`src/rtl/rifl_pkg.sv`:
```
// Shared RIFL receive-side definitions: sync header codes and lock FSM state encoding.
package rifl_pkg;

    localparam logic [1:0] RIFL_HDR_DATA = 2'b01;
    localparam logic [1:0] RIFL_HDR_CTRL = 2'b10;

    typedef enum logic [1:0] {
        ST_HUNT   = 2'd0,
        ST_SLIP   = 2'd1,
        ST_LOCKED = 2'd2
    } lock_state_t;

    function automatic logic hdr_is_valid(input logic [1:0] hdr);
        return (hdr == RIFL_HDR_DATA) || (hdr == RIFL_HDR_CTRL);
    endfunction

endpackage

```
`src/rtl/rifl_rx_err_filter.sv`:
```
// CRC error hysteresis: one bad CRC raises rx_error, a run of good CRCs clears it.
module rifl_rx_err_filter #(
    parameter int ERR_CLEAR_CNT = 8
) (
    input  logic clk,
    input  logic rst,
    input  logic enable,
    input  logic crc_valid,
    input  logic crc_good,
    output logic rx_error
);

    localparam int OW = $clog2(ERR_CLEAR_CNT + 1);
    localparam logic [OW-1:0] OK_LAST = OW'(ERR_CLEAR_CNT - 1);

    logic [OW-1:0] ok_cnt;

    always_ff @(posedge clk) begin
        if (rst || !enable) begin
            rx_error <= 1'b0;
            ok_cnt   <= '0;
        end else if (crc_valid) begin
            if (!crc_good) begin
                rx_error <= 1'b1;
                ok_cnt   <= '0;
            end else if (rx_error) begin
                if (ok_cnt == OK_LAST) begin
                    rx_error <= 1'b0;
                    ok_cnt   <= '0;
                end else begin
                    ok_cnt <= ok_cnt + 1'b1;
                end
            end
        end
    end

endmodule

```
`src/rtl/rifl_rx_lock.sv`:
```
// Receive frame lock: hunts for sync-header alignment via gearbox slips, then monitors
// header health per window and filters CRC results into a level error flag.
//
// state  | meaning
// HUNT   | counting consecutive valid headers toward lock
// SLIP   | slip issued, waiting SLIP_WAIT cycles for the gearbox to settle
// LOCKED | aligned; rx_up high, bad headers tracked per WINDOW frames
module rifl_rx_lock
    import rifl_pkg::*;
#(
    parameter int LOCK_CNT      = 64,
    parameter int WINDOW        = 64,
    parameter int BAD_THRESH    = 16,
    parameter int SLIP_WAIT     = 32,
    parameter int ERR_CLEAR_CNT = 8
) (
    input  logic       clk,
    input  logic       rst,
    input  logic       rx_valid,
    input  logic [1:0] rx_hdr,
    input  logic       rx_crc_valid,
    input  logic       rx_crc_good,
    output logic       rx_slip,
    output logic       rx_up,
    output logic       rx_error
);

    localparam int GW = $clog2(LOCK_CNT + 1);
    localparam int WW = $clog2(WINDOW + 1);
    localparam int BW = $clog2(BAD_THRESH + 1);
    localparam int SW = $clog2(SLIP_WAIT + 1);
    localparam logic [GW-1:0] GOOD_LAST = GW'(LOCK_CNT - 1);
    localparam logic [WW-1:0] WIN_LAST  = WW'(WINDOW - 1);
    localparam logic [BW-1:0] BAD_LAST  = BW'(BAD_THRESH - 1);
    localparam logic [SW-1:0] WAIT_LAST = SW'(SLIP_WAIT - 1);

    lock_state_t   state, state_n;
    logic [GW-1:0] good_cnt, good_n;
    logic [WW-1:0] win_cnt, win_n;
    logic [BW-1:0] bad_cnt, bad_n;
    logic [SW-1:0] wait_cnt, wait_n;
    logic          slip_n, up_n;
    logic          frame_good, frame_bad;

    assign frame_good = rx_valid & hdr_is_valid(rx_hdr);
    assign frame_bad  = rx_valid & ~hdr_is_valid(rx_hdr);

    always_comb begin
        state_n = state;
        good_n  = good_cnt;
        win_n   = win_cnt;
        bad_n   = bad_cnt;
        wait_n  = wait_cnt;
        slip_n  = 1'b0;
        up_n    = rx_up;
        case (state)
            ST_HUNT: begin
                up_n = 1'b0;
                if (frame_bad) begin
                    slip_n  = 1'b1;
                    good_n  = '0;
                    wait_n  = '0;
                    state_n = ST_SLIP;
                end else if (frame_good) begin
                    if (good_cnt == GOOD_LAST) begin
                        good_n  = '0;
                        win_n   = '0;
                        bad_n   = '0;
                        up_n    = 1'b1;
                        state_n = ST_LOCKED;
                    end else begin
                        good_n = good_cnt + 1'b1;
                    end
                end
            end
            ST_SLIP: begin
                up_n = 1'b0;
                if (wait_cnt == WAIT_LAST) begin
                    wait_n  = '0;
                    good_n  = '0;
                    state_n = ST_HUNT;
                end else begin
                    wait_n = wait_cnt + 1'b1;
                end
            end
            ST_LOCKED: begin
                // threshold loss wins over the window-end clear on the same frame
                if (frame_bad && bad_cnt == BAD_LAST) begin
                    up_n    = 1'b0;
                    slip_n  = 1'b1;
                    win_n   = '0;
                    bad_n   = '0;
                    wait_n  = '0;
                    state_n = ST_SLIP;
                end else if (rx_valid) begin
                    if (win_cnt == WIN_LAST) begin
                        win_n = '0;
                        bad_n = '0;
                    end else begin
                        win_n = win_cnt + 1'b1;
                        if (frame_bad) bad_n = bad_cnt + 1'b1;
                    end
                end
            end
            default: begin
                up_n    = 1'b0;
                state_n = ST_HUNT;
            end
        endcase
    end

    always_ff @(posedge clk) begin
        if (rst) begin
            state    <= ST_HUNT;
            good_cnt <= '0;
            win_cnt  <= '0;
            bad_cnt  <= '0;
            wait_cnt <= '0;
            rx_slip  <= 1'b0;
            rx_up    <= 1'b0;
        end else begin
            state    <= state_n;
            good_cnt <= good_n;
            win_cnt  <= win_n;
            bad_cnt  <= bad_n;
            wait_cnt <= wait_n;
            rx_slip  <= slip_n;
            rx_up    <= up_n;
        end
    end

    // filter runs only while lock persists, so losing lock clears rx_error with rx_up
    rifl_rx_err_filter #(
        .ERR_CLEAR_CNT(ERR_CLEAR_CNT)
    ) u_err_filter (
        .clk      (clk),
        .rst      (rst),
        .enable   ((state == ST_LOCKED) && (state_n == ST_LOCKED)),
        .crc_valid(rx_valid & rx_crc_valid),
        .crc_good (rx_crc_good),
        .rx_error (rx_error)
    );

endmodule

```
`config.mk`:
```
export PLATFORM = sky130hd
export DESIGN_NAME = rifl_rx_lock
export DESIGN_NICKNAME = d
export VERILOG_FILES = /design/src/rtl/rifl_pkg.sv /design/src/rtl/rifl_rx_err_filter.sv /design/src/rtl/rifl_rx_lock.sv
export SDC_FILE = /design/constraint.sdc
export NUM_CORES = 1
export LEC_CHECK = 0
export CAP_MARGIN = 10
export CORE_MARGIN = 8
export CORE_UTILIZATION = 50
export CTS_CLUSTER_DIAMETER = 120
export CTS_CLUSTER_SIZE = 28
export DETAILED_ROUTE_END_ITERATION = 7
export GPL_TIMING_DRIVEN = 0
export HOLD_SLACK_MARGIN = 0.05
export PLACE_DENSITY_LB_ADDON = 0.05
export RECOVER_POWER = 25
export SLEW_MARGIN = 25
export SYNTH_ARGS = -nofsm -noshare
export SYNTH_HDL_FRONTEND = slang
export SYNTH_HIERARCHICAL = 1
export SYNTH_SLANG_ARGS = --single-unit
export TNS_END_PERCENT = 50
```
`constraint.sdc`:
```
create_clock -name clk -period 4.7 [get_ports clk]
set_input_delay 0.47 -clock clk [delete_from_list [all_inputs] [get_ports clk]]
set_output_delay 0.47 -clock clk [all_outputs]
set_load 0.02 [all_outputs]
```
==> results.toml <==
[outcome]
status = "complete, no violations"

[clocking]
cts_max_path_buffers = 2
cts_resized = 0
numCtsBuffers = 5
cts.sinks = 34
cts.htree.levels = 2
post_cts_buffers = 0
root_buffer = "clkbuf_4"
insertion_delay_ps = 340
clk_pin_slew_ps = 100
holdBufCountCts = 0
tritoncts = "done"

[floorplanning]
core_um2 = 3337
io_pins = 10
chipWidth_um = 74.89
start_util = 0.5197
die_h_um = 74.89
core.rowCount = 21
die_area_um2 = 5609

[synthesis]
ys_async_sr_fraction = 0
post-synth-top-count-cell = "dfxtp_1"
syn-num-nets = 228
synth_area_um2 = 1734
syn_avg_cell_area_um2 = 8.066
syn-instance-count = 215
synth_largest_area_cell = "dfxtp_1"
netlist_top_cells_area = "dfxtp_1 (39%), a21oi_1 (7.2%), nor2_1 (4.8%), o21ai_0 (4.6%), ha_1 (4.3%)"
yosysUniqueCellTypes = 42
yosys-top-cells-count = "dfxtp_1 (34), a21oi_1 (25), nor2_1 (22)"
synth-edff-count = 0
synth.top_cell.area_share = 0.3925
yosysSeqAreaShare = 0.3925
yosys_warnings = 6
synth_seq_cells = 34
synthFlopType = "dfxtp_1"

[drt]
ant_nets = 0
initialDrtViolationCount = 106
avgViaCountPerCell = 5.924
firstDrtPassIters = 4
wl_um = 3812
drc = 0
wl_per_cell_um = 13.71
dr_total_vias = 1647

[pwr]
leakagePower_nw = 0.6649
peakVddDrop_mv = 0.1790
p_seq_frac = 0.571
switchingPower_mw = 0.1354
switching_share = 0.2623
p_per_area_nw_per_um2 = 265.3
pwr-share-comb = 0.092
p_int_mw = 0.3808
clock_power_share = 0.337

[global_routing]
antenna_found_initial = 0
grt_overflow = 0
grt_pass1_wl_um = 6430
track_usage = 0.1465
grt_pass1_vias = 1476
grt_max_degree = 12

[setup_path]
path_max_fanout = 8
critPathSlowestCell = "clkdlybuf4s50_1"
crit_path_end_kind = "flip-flop"
arrival_ps = 2480
crit_required_ps = 4970
startpoint_type = "primary input"
crit_type = "in2reg"
max_stage_delay_ps = 470
reg2reg_depth = 7
path_cells = "clkdlybuf4s50_1 > xnor2_1 > nor4_1 > a22oi_1 > or4_1 > a21oi_1"

[place]
io_buffer_count = 9
hpwl_um = 2809
dp.cells = 270
routabilityCongestion = 0.7876

[timing]
maxSlewViolCount = 0
period_minus_slack_ps = 2205
rsz0062_at_grt = "false"
setup-violations-final = 0
fin_worst_skew_ps = 13.21
fin_crit_sh = 0.4691
worst_pin_slew_ps = 653.8
fmax_ghz = 0.4536
timing.hold.ws_ps = 461.0
tns_ps = 0
hold_violations = 0
maxSlewHeadroom = 0.5610

[finish]
layout.cells.non_filler = 278
fin_nets = 244
final_util = 0.5831
diodes = 0
layout-drive-gt1-share = 0.05172
syn_to_final_growth_pct = 12.19
fill_cells = 329

[hold_path]
hold_path.class = "reg2reg"
holdPathStages = 2

[run]
maxCapViolCount = 0
[routing by layer]
layer,vias up,GRT usage,wire [um]
met1,774,0.1761,1804
met5,-,0,0
li1,824,-,-
met4,0,0.07174,88
met2,40,0.2332,1736
met3,9,0.04128,183
[power groups by stage]
stage / Clock [mW] / Combinational, mW / Sequential (mW)
floorplan: 0 / 0.0304 / 0.301
global placement: 0 / 0.0465 / 0.301
detailed placement: 0 / 0.0476 / 0.301
CTS: 0.178 / 0.0477 / 0.295
global route: 0.189 / 0.0532 / 0.296
finish: 0.174 / 0.0474 / 0.295
[cell families after synthesis]
logic type,synth area share
XOR/XNOR,0.005051
buffers and inverters,0.03463
flip-flops,0.3925
AO/OA/AOI/OAI,0.2186
AND/OR/NAND/NOR,0.3059
adder cells (fa/ha/maj),0.04329
[stage by stage]
stage,area (um^2),power [mW],setup WS [ps]
floorplan,1734,0.3316,2725
global placement,1882,0.3476,2197
detailed placement,1882,0.3490,2146
CTS,1946,0.5209,2514
global route,1946,0.5375,2334
finish,1946,0.5162,2495
[placed cells by master, fill, tap and decap left out, types with 2 or more instances in the layout]
cell / instances
dfxtp_1: 34
a21oi_1: 25
nor2_1: 22
o21ai_0: 16
nand3_1: 12
nand2_1: 12
inv_1: 9
nand3b_1: 8
nand2b_1: 7
ha_1: 6
nor2b_1: 5
clkbuf_4: 5
clkdlybuf4s50_1: 5
or3_1: 4
clkbuf_1: 4
a31oi_1: 4
nor4_1: 4
nor3_1: 4
dlygate4sd3_1: 4
and3_1: 3
a21o_1: 3
a22oi_1: 3
nor3b_1: 3
and2_1: 2
nand4_1: 2
o21ai_1: 2
or4_1: 2
o32ai_1: 2
[path summary, 6_finish.rpt]
kind               startpoint     endpoint  slack [ps]
hold reg to reg    bad_cnt[4]   bad_cnt[4]         460
setup reg to reg  wait_cnt[0]  good_cnt[5]        2540
setup / recovery    rx_hdr[1]   bad_cnt[1]        2500
hold / removal     bad_cnt[4]   bad_cnt[4]         460
[critical path, delay by kind of cell]
family / cells / cell delay [ps]
xor+xnor: 1 / 210
compound gates: 2 / 410
simple gates: 2 / 920
buf+inv: 1 / 470
[registers in the layout, summed over array words and instances, names as in the netlist]
register,cells
bad_cnt,5
good_cnt,7
rx_slip,1
rx_up,1
state,2
u_err_filter/ok_cnt,4
u_err_filter/rx_error,1
wait_cnt,6
win_cnt,7
[final cells by class]
class,instances,area [um^2],area share
buffer,5,26.28,0.01350
clock buffer,6,51.30,0.02637
clock inverter,2,12.51,0.006431
inverter,9,33.78,0.01736
multi-input combinational,167,993.5,0.5106
sequential,34,680.7,0.3498
tap,46,57.56,0.02958
timing repair buffer,9,90.09,0.04630
No activity file was read; power rests on OpenSTA's default activity.
